### config.mk
export PLATFORM = sky130hd
export DESIGN_NAME = mmio_responder
export DESIGN_NICKNAME = d
export VERILOG_FILES = /design/src/rtl/mmio_pkg.sv /design/src/rtl/input_sync_edge.sv /design/src/rtl/mmio_responder.sv
export SDC_FILE = /design/constraint.sdc
export NUM_CORES = 1
export LEC_CHECK = 0
export CAP_MARGIN = 30
export CELL_PAD_IN_SITES_DETAIL_PLACEMENT = 0
export CELL_PAD_IN_SITES_GLOBAL_PLACEMENT = 1
export CORE_UTILIZATION = 26
export DETAILED_ROUTE_END_ITERATION = 10
export HOLD_SLACK_MARGIN = 0.12
export PLACE_DENSITY = 0.58
export SETUP_SLACK_MARGIN = 0.5
export SLEW_MARGIN = 25
export SYNTH_ARGS = -nofsm -noshare
export SYNTH_HDL_FRONTEND = slang
export SYNTH_SLANG_ARGS = --single-unit
### constraint.sdc
create_clock -name clk -period 10.35 [get_ports clk]
set_clock_uncertainty 0.05 [all_clocks]
set_input_delay 1.035 -clock clk [delete_from_list [all_inputs] [get_ports clk]]
set_output_delay 1.035 -clock clk [all_outputs]
set_load 0.05 [all_outputs]
### src/rtl/mmio_pkg.sv
// Shared register offsets, CTRL bit positions and the default window base for mmio_responder.
package mmio_pkg;

    localparam logic [31:0] DEFAULT_BASE_ADDR = 32'hFFFF_0000;

    localparam logic [7:0] OFF_PORT_OUT = 8'h00;
    localparam logic [7:0] OFF_PORT_IN  = 8'h04;
    localparam logic [7:0] OFF_EDGE     = 8'h08;
    localparam logic [7:0] OFF_CTRL     = 8'h0C;
    localparam logic [7:0] OFF_COUNT    = 8'h10;
    localparam logic [7:0] OFF_CMP      = 8'h14;
    localparam logic [7:0] OFF_STATUS   = 8'h18;

    localparam int unsigned CTRL_EN     = 0;
    localparam int unsigned CTRL_RELOAD = 1;
    localparam int unsigned CTRL_IRQ_EN = 2;
    localparam int unsigned CTRL_W      = 3;

endpackage

### src/rtl/input_sync_edge.sv
// Two-flop synchronizer for external inputs with sticky rising-edge flags (write-1-to-clear).
module input_sync_edge #(
    parameter int unsigned IN_WIDTH = 8
) (
    input  logic                clk,
    input  logic                reset,
    input  logic [IN_WIDTH-1:0] port_i,
    input  logic [IN_WIDTH-1:0] w1c_i,
    output logic [IN_WIDTH-1:0] sync_o,
    output logic [IN_WIDTH-1:0] edge_o
);

    logic [IN_WIDTH-1:0] s1_q;
    logic [IN_WIDTH-1:0] sync_q;
    logic [IN_WIDTH-1:0] edge_q, edge_d;

    // A new edge in the same cycle as a clear keeps the flag set.
    always_comb begin
        edge_d = (edge_q & ~w1c_i) | (s1_q & ~sync_q);
    end

    always_ff @(posedge clk or posedge reset) begin
        if (reset) begin
            s1_q   <= '0;
            sync_q <= '0;
            edge_q <= '0;
        end else begin
            s1_q   <= port_i;
            sync_q <= s1_q;
            edge_q <= edge_d;
        end
    end

    assign sync_o = sync_q;
    assign edge_o = edge_q;

endmodule

### src/rtl/mmio_responder.sv
// Memory-mapped I/O responder: output port, synchronized input port with edge flags,
// and a compare/match timer with interrupt, all in a 256-byte window on the data bus.
module mmio_responder
    import mmio_pkg::*;
#(
    parameter logic [31:0] BASE_ADDR = DEFAULT_BASE_ADDR,
    parameter int unsigned IN_WIDTH  = 8
) (
    input  logic                clk,
    input  logic                reset,
    input  logic [31:0]         Address,
    input  logic [31:0]         WriteData,
    input  logic                MemWrite,
    input  logic                MemRead,
    input  logic [IN_WIDTH-1:0] PortIn,
    output logic [31:0]         ReadData,
    output logic                Hit,
    output logic [31:0]         PortOut,
    output logic                Irq
);

    logic [31:0]         port_out_q, port_out_d;
    logic [CTRL_W-1:0]   ctrl_q, ctrl_d;
    logic [31:0]         count_q, count_d;
    logic [31:0]         cmp_q, cmp_d;
    logic                match_q, match_d;
    logic                irq_q, irq_d;
    logic                match_set;
    logic                wr_en;
    logic [7:0]          off;
    logic [IN_WIDTH-1:0] sync_val, edge_val, edge_w1c;
    logic [31:0]         rd_val;
    logic                unused_addr;

    assign Hit         = (Address[31:8] == BASE_ADDR[31:8]);
    assign wr_en       = Hit & MemWrite;
    assign off         = {Address[7:2], 2'b00};
    assign unused_addr = ^Address[1:0];

    assign edge_w1c = (wr_en && off == OFF_EDGE) ? WriteData[IN_WIDTH-1:0] : '0;

    input_sync_edge #(
        .IN_WIDTH(IN_WIDTH)
    ) u_input_sync_edge (
        .clk   (clk),
        .reset (reset),
        .port_i(PortIn),
        .w1c_i (edge_w1c),
        .sync_o(sync_val),
        .edge_o(edge_val)
    );

    always_comb begin
        port_out_d = port_out_q;
        ctrl_d     = ctrl_q;
        cmp_d      = cmp_q;
        if (wr_en) begin
            case (off)
                OFF_PORT_OUT: port_out_d = WriteData;
                OFF_CTRL:     ctrl_d     = WriteData[CTRL_W-1:0];
                OFF_CMP:      cmp_d      = WriteData;
                default:      ;
            endcase
        end
    end

    // A software COUNT store overrides the timer step for that cycle.
    always_comb begin
        count_d   = count_q;
        match_set = 1'b0;
        if (wr_en && off == OFF_COUNT) begin
            count_d = WriteData;
        end else if (ctrl_q[CTRL_EN]) begin
            count_d = count_q + 32'd1;
            if (count_q == cmp_q) begin
                match_set = 1'b1;
                if (ctrl_q[CTRL_RELOAD]) count_d = '0;
            end
        end
    end

    always_comb begin
        match_d = (match_q & ~(wr_en && off == OFF_STATUS && WriteData[0])) | match_set;
        irq_d   = match_q & ctrl_q[CTRL_IRQ_EN];
    end

    always_ff @(posedge clk or posedge reset) begin
        if (reset) begin
            port_out_q <= '0;
            ctrl_q     <= '0;
            count_q    <= '0;
            cmp_q      <= '0;
            match_q    <= 1'b0;
            irq_q      <= 1'b0;
        end else begin
            port_out_q <= port_out_d;
            ctrl_q     <= ctrl_d;
            count_q    <= count_d;
            cmp_q      <= cmp_d;
            match_q    <= match_d;
            irq_q      <= irq_d;
        end
    end

    always_comb begin
        rd_val = '0;
        case (off)
            OFF_PORT_OUT: rd_val = port_out_q;
            OFF_PORT_IN:  rd_val[IN_WIDTH-1:0] = sync_val;
            OFF_EDGE:     rd_val[IN_WIDTH-1:0] = edge_val;
            OFF_CTRL:     rd_val[CTRL_W-1:0] = ctrl_q;
            OFF_COUNT:    rd_val = count_q;
            OFF_CMP:      rd_val = cmp_q;
            OFF_STATUS:   rd_val[0] = match_q;
            default:      rd_val = '0;
        endcase
    end

    assign ReadData = (Hit && MemRead) ? rd_val : '0;
    assign PortOut  = port_out_q;
    assign Irq      = irq_q;

endmodule

; Word-level counts from Yosys, hierarchy flattened
; Cells that the tools add are included.
; Widths: inputs -> output; s select.
[op_classes]
n_addsub = 1
n_eq_ne = 8
muxes = 13
bitwise_logic = 10
reduce_logical = 10
[op_table]
columns = operator, n
row1 = $mux 32, 5
row2 = $pmux 24 s3, 1
row3 = $add 32x1->32 const B, 1
row4 = $eq 32x32->1, 1
row5 = $pmux 5 s5, 1
row6 = $eq 24x24->1 const B, 1
row7 = $eq 6x3->1 const B, 3
row8 = $and 8x8->8, 2
row9 = $not 8->8, 2
row10 = $eq 6x2->1 const B, 2
row11 = $pmux 2 s6, 1
row12 = $logic_not 8->1, 1
row13 = $mux 8, 1
row14 = $or 8x8->8, 1
row15 = $pmux 1 s7, 1
row16 = $eq 6x1->1 const B, 1
row17 = $reduce_and 2->1, 3
row18 = $logic_and 1x1->1, 5
row19 = $and 1x1->1, 3
row20 = $mux 1, 3
row21 = $reduce_bool 2->1, 1
row22 = $not 1->1, 1
row23 = $or 1x1->1, 1
[totals]
ff_bits = 125
out_inout_bits = 66
elab_cells = 51

; Longest topological paths before layout
; Gate-level depths: netlist of the first run.
[logic_depth]
depth_word = 7
mapped_depth = 11

; By module
; From an unflattened synthesis of the first run, not the netlist that was laid out.
[unflattened]
cells_unflattened = 692
area_unflattened_um2 = 6914.1
[by_module_without_submodules]
columns = module, instances, cells_each, area_each_um2
row1 = mmio_responder, 1, 643, 6149.6
row2 = input_sync_edge, 1, 49, 764.5

; Least setup slack after synthesis of the first run
; Ideal clock, no wire load.
[synth_timing]
path_kind = input -> output
start = in Address[13]
end = out ReadData[0]
t_arrival_ns = 3.367
t_required_ns = 9.265
setup_slack_ns = 5.898
cell_stages = 5
path_cell_list = or4_4 > nor4_4 > nand3_2 > nor2_1 > a21boi_0
[synth_between]
elab_chain_len = 3
[synth_rtl]
columns = element, line
row1 = "start, declared", mmio_responder.sv:11  ; input logic [31:0] Address,
row2 = $eq 24x24->1, mmio_responder.sv:35  ; assign Hit = (Address[31:8] == BASE_ADDR[31:8]);
row3 = $logic_and 1x1->1, mmio_responder.sv:119  ; assign ReadData = (Hit && MemRead) ? rd_val : '0;
row4 = $mux 32, mmio_responder.sv:119
row5 = "end, declared", mmio_responder.sv:16  ; output logic [31:0] ReadData,
; Every way passes these cells.

; Worst setup path after layout of the first run
[layout_timing]
start = in Address[13]
end = out ReadData[9]
; Same word-level chain as after synthesis.

==> run_results.csv, run 1 <==
group,metric,value,unit
yosys,synth_area,7080,um^2
floorplanning,die_width,167,um
setup_path,cp.required,9.27,ns
drt,drc,0,
placement,gp_congestion,0.756,
floorplanning,io_pins,142,
clocking,cts_tree,"done",
setup_path,start_kind,"input port",
setup_path,cpMaxStageDelayCell,"clkdlybuf4s50_1",
drt,dr.pass1.iters,4,
yosys,syn-instance-count,716,
clocking,cts_resized,0,
power_and_ir_drop,power.switching,0.317,mW
sta,finalCritPeriodShare,54.0,%
placement,port_buffers,139,
sta,worst_pin_slew,0.854,ns
clocking,htree_levels,4,
floorplanning,fp-row-count,60,
global_routing,grt_max_degree,50,
setup_path,crit_buf_inv,2,
sta,setup_viol,0,
setup_path,slowest_delay,0.83,ns
global_routing,grt_pass1_wl,35.0,mm
power_and_ir_drop,pwr-share-comb,5.7,%
clocking,cts_made_buffers,17,
global_routing,grt_pass1_vias,5973,
power_and_ir_drop,leakagePower,3.92,nW
setup_path,end_kind,"output port",
hold_path,hp-class,"reg -> reg",
clocking,ctsHoldBuffers,0,
power_and_ir_drop,clkPwrFrac,52.0,%
setup_path,cpLargestDelayFamily,"simple AND/OR/NAND/NOR gates",
power_and_ir_drop,vdd_ir_drop_max,71.9,uV
power_and_ir_drop,power_density,125,nW/um^2
setup_path,path_cells,"clkdlybuf4s50_1 -> or4_4 -> nor4_4 -> nand3_2 -> or3_2 -> nor2_1 -> clkdlybuf4s50_1",
layout,final_common_cell,"clkdlybuf4s50_1",
clocking,cts.sinks,125,
floorplanning,die_area,27900,um^2
setup_path,cp_max_fo,24,
placement,dp_hpwl,15.0,mm
sta,slew_headroom,43.0,%
layout,syn_to_final_growth,31.6,%
floorplanning,start_util,26.4,%
sta,finalMaxSlewViolations,0,
power_and_ir_drop,internal_power,0.849,mW
setup_path,cp.arrival,4.50,ns
sta,fin_crit,5.59,ns
layout,mostFrequentLayoutCells,"138 x clkdlybuf4s50_1, 125 x dfrtp_1, 75 x nor2_1",
layout,layout-drive-gt1-share,8.05,%
yosys,synth_cell_types,58,
global_routing,antenna_found_initial,0,
setup_path,critPathKind,"in -> out",
clocking,post-cts-setup-buffers,0,
global_routing,grt_usage,16.2,%
yosys,syn-num-nets,793,
sta,tns,0,ns
clocking,clkTransAtPathRegs,0.06,ns
power_and_ir_drop,switching_share,27.2,%
flow_run,max_cap_violations,0,
clocking,clk-insertion-delay-late,0.43,ns
setup_path,path_common_cell,"clkdlybuf4s50_1",
layout,finalNetCount,909,
drt,drt_iter0_drc,293,
sta,hold_viol_final,0,
yosys,ys_seq_area_share,44.2,%
layout,diodes,0,
global_routing,grt_overflow_total,0,
sta,rsz0062_at_grt,"false",
drt,wl,21.9,mm
drt,viasPerCell,4.87,
status,outcome,"finished, final reports clean",
clocking,clockRootBuffer,"clkbuf_16",
yosys,postSynthAreaPerCell,9.89,um^2
drt,num_vias,5777,
power_and_ir_drop,seq_power_share,42.3,%
power_and_ir_drop,power,1.17,mW
yosys,ys_ff_latch,125,
drt,wire_per_inst,18.4,um
clocking,cts_buffer_depth,2,
sta,fmax,179,MHz
floorplanning,coreArea,26800,um^2
drt,ant_nets,0,
yosys,yosysWarnings,0,
floorplanning,die_h,167,um
## registers in the layout, summed over array words and instances, names as in the netlist
| register | count |
|---|---|
| u_input_sync_edge.edge_o | 8 |
| Irq | 1 |
| u_input_sync_edge.sync_o | 8 |
| PortOut | 32 |
| count_q | 32 |
| match_q | 1 |
| cmp_q | 32 |
| u_input_sync_edge.s1_q | 8 |
| ctrl_q | 3 |
## synth_stat cells, drive strengths merged
cell     number  share of area, %
a211o         1              0.12
a211oi        3              0.32
a21boi        2              0.21
a21oi        39               2.8
a22o          8              0.99
a22oi        11               1.2
a311oi        1              0.12
a31oi        10              0.88
a32oi         2              0.25
and2          3              0.27
and2b         1              0.12
and3         16               1.4
and4          7              0.87
and4b         1              0.14
buf          25               2.5
clkbuf       29               1.6
dfrtp       125                44
ha            1              0.18
inv          14              0.74
mux2         67                11
mux2i        30               4.2
nand2        57               3.1
nand2b        2              0.18
nand3        21               1.7
nand3b        3              0.32
nand4        23               2.2
nand4b        3              0.37
nor2         75               4.0
nor2b         9              0.80
nor3         11              0.92
nor3b        12               1.3
nor4          9               1.1
nor4b         9               1.1
nor4bb        1              0.23
o2111ai       1              0.12
o211a         2              0.28
o21ai        28               2.0
o22ai         1             0.088
o311ai        1              0.12
o31ai         1              0.11
or3           2              0.18
or4           2              0.27
or4b          1              0.14
xnor2        40               4.9
xor2          6              0.74
## final cells by class
type | count | area (um^2)
fill | 2754 | 17500
multi-input combinational | 523 | 3610
clock inverter | 15 | 160
sequential | 125 | 3130
timing repair buffer | 151 | 1510
clock buffer | 17 | 425
inverter | 14 | 55.1
tap | 341 | 427
## final timing paths
check	from	slack [ns]	depth (start not counted)	end
hold reg to reg	u_input_sync_edge.s1_q[2]$_DFF_PP0_	0.33	0	u_input_sync_edge.sync_o[2]$_DFF_PP0_
max in group asynchronous	reset	7.66	4	Irq$_DFF_PP0_
min in group asynchronous	reset	0.94	2	u_input_sync_edge.s1_q[1]$_DFF_PP0_
setup reg to reg	count_q[26]$_DFFE_PP0P_	7.32	6	count_q[31]$_DFFE_PP0P_
setup / recovery	Address[13]	4.76	7	ReadData[9]
hold / removal	u_input_sync_edge.s1_q[2]$_DFF_PP0_	0.33	0	u_input_sync_edge.sync_o[2]$_DFF_PP0_
## kinds of logic (layout without fill, tap and decap cells)
logic type | count (synthesis) | count (layout) | synth area share [%]
AOI/OAI and AO/OA | 111 | 111 | 9.52
xor gates and xnor gates | 46 | 46 | 5.69
adders and majority gates | 1 | 1 | 0.177
buffers and inverters | 68 | 197 | 4.84
DFF | 125 | 125 | 44.2
muxes | 97 | 97 | 14.9
and+or+nand+nor | 268 | 268 | 20.7
## through the flow
stage / cells / worst slack [ns] / util, % / hold WS, ns / area, um^2
after floorplan: 716 / 5.90 / - / 0.304 / 7080
after global placement: 1151 / 4.57 / 32.4 / 0.316 / 8670
after detailed placement: 1152 / 4.72 / 32.4 / 0.318 / 8680
after CTS: 1184 / 4.70 / 34.6 / 0.333 / 9270
after global routing: 1186 / 4.57 / 34.8 / 0.349 / 9320
final: 1186 / 4.76 / 34.8 / 0.330 / 9320
## power groups by stage
stage	combinational, mW	clock [mW]	sequential [mW]
after floorplan	0.0240	0	0.502
after global placement	0.0680	0	0.503
after detailed placement	0.0681	0	0.503
after CTS	0.0684	0.622	0.493
after global routing	0.0730	0.642	0.493
final	0.0664	0.607	0.493
## per-layer routing
metal	track usage [%]	vias to the layer above	routed length (um)
li1	-	2797	-
met1	22.4	2859	10600
met2	25.9	105	10200
met3	3.14	16	846
met4	3.74	0	211
met5	0	-	0
(Power assumes the default switching activity.)
==> run 2, diff against run 1 <==
==> constraint.sdc (replaced) <==
create_clock -name clk -period 5.18 [get_ports clk]
set_clock_uncertainty 0.05 [all_clocks]
set_input_delay 0.518 -clock clk [delete_from_list [all_inputs] [get_ports clk]]
set_output_delay 0.518 -clock clk [all_outputs]
set_load 0.05 [all_outputs]
==> run 2 against run 1 <==
Wire length rose by 1.0%. Sequential share of layout area fell by 0.40 points. Clock power up 110%. Combinational power is 110% higher. Critical endpoint is now ReadData[29].
==> run_results.csv, run 2 (synthesis results as in run 1) <==
group,metric,value,unit
setup_path,cp.arrival,3.76,ns
global_routing,grt_max_degree,53,
floorplanning,coreArea,26800,um^2
setup_path,critPathKind,"in -> out",
layout,layout-drive-gt1-share,9.09,%
global_routing,grt_pass1_wl,35.1,mm
sta,finalMaxSlewViolations,0,
sta,setup_slack,0.849,ns
clocking,clk-insertion-delay-late,0.43,ns
sta,worst_pin_slew,0.939,ns
setup_path,r2r_end,"count_q[31]$_DFFE_PP0P_",
sta,rsz0062_at_grt,"false",
floorplanning,start_util,26.4,%
layout,fin_area,9440,um^2
clocking,cts_tree,"done",
placement,dp_hpwl,15.6,mm
power_and_ir_drop,vdd_ir_drop_max,162,uV
clocking,clkTransAtPathRegs,0.07,ns
setup_path,cpMaxStageDelayCell,"clkdlybuf4s50_1",
drt,drc,0,
drt,num_vias,5857,
clocking,cts.sinks,125,
clocking,htree_levels,4,
sta,slew_headroom,37.3,%
floorplanning,die_width,167,um
sta,fin_crit,4.33,ns
drt,viasPerCell,4.93,
layout,diodes,0,
placement,post_dp_cell_area,8790,um^2
setup_path,r2r_start,"count_q[26]$_DFFE_PP0P_",
layout,final_common_cell,"clkdlybuf4s50_1",
layout,syn_to_final_growth,33.3,%
placement,placedCellCount,1155,
hold_path,hold_start,"u_input_sync_edge.s1_q[6]$_DFF_PP0_",
floorplanning,die_h,167,um
sta,tns,0,ns
clocking,clockRootBuffer,"clkbuf_16",
setup_path,path_cells,"clkdlybuf4s50_1 -> or4_4 -> nor4_4 -> nand3_2 -> or3_1 -> buf_4 -> nor2_1 -> clkdlybuf4s50_1",
setup_path,slowest_delay,0.82,ns
global_routing,grt_overflow_total,0,
power_and_ir_drop,leakagePower,3.97,nW
layout,finalNetCount,911,
drt,dr.pass1.iters,5,
global_routing,grt_pass1_vias,5898,
layout,mostFrequentLayoutCells,"131 x clkdlybuf4s50_1, 124 x dfrtp_1, 75 x nor2_1",
hold_path,hp-class,"reg -> reg",
placement,gp_congestion,0.767,
setup_path,path_common_cell,"clkdlybuf4s50_1",
drt,drt_iter0_drc,344,
global_routing,antenna_found_initial,0,
floorplanning,fp-row-count,60,
hold_path,hold_end,"u_input_sync_edge.sync_o[6]$_DFF_PP0_",
layout,final_cells,1188,
setup_path,cp.required,4.61,ns
status,outcome,"finished, final reports clean",
sta,finalCritPeriodShare,83.6,%
setup_path,r2r_cells,6,
placement,port_buffers,139,
hold_path,holdPathStages,0,
drt,wl,22.1,mm
sta,fmax,231,MHz
global_routing,grt_usage,16.3,%
layout,utilization,35.2,%
setup_path,start_kind,"input port",
clocking,ctsHoldBuffers,0,
drt,wire_per_inst,18.6,um
drt,ant_nets,0,
setup_path,cp_max_fo,24,
clocking,cts_made_buffers,17,
setup_path,end_kind,"output port",
floorplanning,die_area,27900,um^2
clocking,post-cts-setup-buffers,0,
power_and_ir_drop,power_density,254,nW/um^2
setup_path,regToRegSetupSlack,2.06,ns
sta,hold_viol_final,0,
flow_run,max_cap_violations,0,
placement,pre_cts_ws,0.832,ns
sta,setup_viol,0,
clocking,cts_resized,0,
floorplanning,io_pins,142,
clocking,cts_buffer_depth,2,
-- run 2: changes by cell type in the layout (fill, tap and decap cells not counted), sizes merged --
cell / delta
bufinv: +2
clkdlybuf4s50: -7
clkinvlp: -1
inv: -3
buf: +9
clkinv: +2
-- run 2: worst max-delay path by stage --
stage | cells past startpoint | to | startpoint | slack [ns]
2_1_floorplan | 1 | Irq$_DFF_PP0_ | reset | 1.28
3_3_place_gp | 8 | ReadData[19] | Address[13] | 0.90
3_5_place_dp | 8 | ReadData[26] | Address[13] | 0.83
4_1_cts | 8 | ReadData[26] | Address[13] | 0.82
5_1_grt | 8 | ReadData[23] | Address[13] | 0.66
6_report | 8 | ReadData[29] | Address[13] | 0.85
-- run 2: area by class of cell --
class | count | area (um^2)
timing repair buffer | 153 | 1590
fill | 2729 | 17400
multi-input combinational | 523 | 3620
inverter | 14 | 55.1
clock inverter | 15 | 194
tap | 341 | 427
clock buffer | 17 | 425
sequential | 125 | 3130
-- run 2: through the flow --
| step | power [mW] | hold WS (ns) |
|---|---|---|
| 2_1_floorplan | 1.05 | 0.304 |
| 3_3_place_gp | 1.14 | 0.315 |
| 3_5_place_dp | 1.14 | 0.319 |
| 4_1_cts | 2.43 | 0.336 |
| 5_1_grt | 2.48 | 0.347 |
| 6_report | 2.40 | 0.333 |
-- run 2: critical path: cells and delay by family --
kind                   cells  cell delay, ns
AND/OR/NAND/NOR            5            1.76
buffers and inverters      3            1.48
-- run 2: power breakdown --
| part | internal, mW | switching (mW) |
|---|---|---|
| Clock | 0.738 | 0.538 |
| Combinational | 0.0670 | 0.0697 |
| Sequential | 0.982 | 0.00334 |
| Total | 1.79 | 0.611 |
-- run 2: metal layers --
metal  routed length (um)  vias to the layer above  track usage (%)
li1                     -                     2813                -
met1                10700                     2895             22.7
met2                10400                      132             25.9
met3                  819                       17             3.02
met4                  222                        0             4.43
met5                    0                        -                0
==> run 3, diff against run 2 <==
==> constraint.sdc (replaced) <==
create_clock -name clk -period 4.2 [get_ports clk]
set_clock_uncertainty 0.05 [all_clocks]
set_input_delay 0.42 -clock clk [delete_from_list [all_inputs] [get_ports clk]]
set_output_delay 0.42 -clock clk [all_outputs]
set_load 0.05 [all_outputs]
==> run 3 against run 2 <==
Flip-flop and latch count unchanged. Register-to-register slack got worse by 0.88 ns. Die area unchanged. Sequential share of layout area decreased by 0.81 points. Design area increased by 2.5%. Critical path type unchanged. Critical endpoint is now ReadData[5]. Via count decreased by 1.9%. Critical path depth decreased by 2. Core utilization increased by 0.87 points.
==> run_results.csv, run 3 (synthesis results as in run 1) <==
group,metric,value,unit
drt,drt_iter0_drc,338,
status,outcome,"finished, final reports clean",
hold_path,holdPathStages,0,
flow_run,max_cap_violations,0,
setup_path,critPathKind,"in -> out",
setup_path,cp.arrival,2.99,ns
sta,setup_slack,0.743,ns
sta,fin_crit,3.46,ns
setup_path,slowest_delay,0.76,ns
layout,finalNetCount,915,
placement,dp_hpwl,15.2,mm
global_routing,grt_usage,16.1,%
placement,gp_congestion,0.755,
layout,syn_to_final_growth,36.6,%
global_routing,grt_overflow_total,0,
clocking,clkTransAtPathRegs,0.07,ns
sta,slew_headroom,46.5,%
sta,finalCritPeriodShare,82.3,%
floorplanning,fp-row-count,60,
hold_path,hp-class,"reg -> reg",
sta,tns,0,ns
drt,num_vias,5743,
setup_path,cpMaxStageDelayCell,"or4_1",
drt,dr.pass1.iters,4,
layout,final_common_cell,"dfrtp_1",
drt,wire_per_inst,18.3,um
power_and_ir_drop,power_density,296,nW/um^2
power_and_ir_drop,leakagePower,4.09,nW
setup_path,end_kind,"output port",
global_routing,antenna_found_initial,0,
sta,finalMaxSlewViolations,0,
sta,hold_viol_final,0,
clocking,clockRootBuffer,"clkbuf_16",
layout,layout-drive-gt1-share,12.3,%
global_routing,grt_pass1_wl,34.6,mm
clocking,htree_levels,4,
setup_path,cp.required,3.73,ns
setup_path,r2r_cells,6,
layout,fin_area,9670,um^2
clocking,cts_made_buffers,17,
global_routing,grt_max_degree,126,
floorplanning,start_util,26.4,%
layout,diodes,0,
placement,port_buffers,139,
layout,mostFrequentLayoutCells,"125 x dfrtp_1, 106 x clkdlybuf4s50_1, 75 x nor2_1",
sta,worst_pin_slew,0.800,ns
placement,pre_cts_ws,0.469,ns
drt,drc,0,
clocking,ctsHoldBuffers,0,
clocking,clk-insertion-delay-late,0.43,ns
floorplanning,io_pins,142,
sta,rsz0062_at_grt,"false",
layout,utilization,36.1,%
setup_path,start_kind,"input port",
clocking,cts_buffer_depth,2,
power_and_ir_drop,vdd_ir_drop_max,225,uV
floorplanning,die_width,167,um
clocking,cts_tree,"done",
floorplanning,die_area,27900,um^2
sta,fmax,289,MHz
setup_path,cp_max_fo,9,
drt,wl,21.8,mm
floorplanning,die_h,167,um
placement,post_dp_cell_area,9030,um^2
clocking,cts.sinks,125,
floorplanning,coreArea,26800,um^2
drt,viasPerCell,4.82,
setup_path,path_cells,"clkdlybuf4s50_1 -> or4_1 -> nor2b_1 -> a22oi_1 -> a31oi_1 -> buf_12",
global_routing,grt_pass1_vias,5807,
sta,setup_viol,0,
drt,ant_nets,0,
-- run 3: final cells by class --
type,count,area [um^2]
Clock inverter,15,163
Timing Repair Buffer,157,1860
Inverter,14,56.3
Clock buffer,17,425
Sequential cell,125,3130
Multi-Input combinational cell,523,3610
Fill cell,2706,17100
Tap cell,341,427
-- run 3: power by group --
part	switching, mW	internal, mW	total (mW)
logic	0.0858	0.0801	0.166
registers	0.00434	1.21	1.22
clock network	0.682	0.800	1.48
total	0.772	2.09	2.86
-- run 3: timing repair --
action | CTS | global route
setup buffers | 0 | 3
endpoints found under the setup margin | 0 | 8
resized for setup | 0 | 0
-- run 3: worst max-delay path: cells and delay by family --
kind            cells  cell delay, ns
compound gates      2            0.54
buf+inv             2            0.75
simple gates        2            1.28
-- run 3: final timing paths --
check | from | end | slack (ns)
setup / recovery | Address[3] | ReadData[5] | 0.74
hold / removal | u_input_sync_edge.s1_q[2]$_DFF_PP0_ | u_input_sync_edge.sync_o[2]$_DFF_PP0_ | 0.33
setup reg to reg | count_q[26]$_DFFE_PP0P_ | count_q[31]$_DFFE_PP0P_ | 1.18
hold reg to reg | u_input_sync_edge.s1_q[2]$_DFF_PP0_ | u_input_sync_edge.sync_o[2]$_DFF_PP0_ | 0.33
max in group asynchronous | reset | count_q[1]$_DFFE_PP0P_ | 3.01
min in group asynchronous | reset | u_input_sync_edge.s1_q[1]$_DFF_PP0_ | 0.46
-- run 3: layer usage --
metal / vias to the layer above / wire length, um / track usage, %
met4: 0 / 261 / 5.23
met1: 2800 / 10400 / 21.9
li1: 2807 / - / -
met5: - / 0 / 0
met3: 17 / 831 / 2.73
met2: 119 / 10300 / 26.1
-- run 3: per-stage QoR --
step / instances / total power, mW / hold slack [ns]
floorplan: 716 / 1.30 / 0.304
global placement: 1156 / 1.41 / 0.316
detailed placement: 1156 / 1.41 / 0.319
CTS: 1188 / 2.91 / 0.334
global route: 1192 / 2.96 / 0.352
finish: 1192 / 2.86 / 0.333
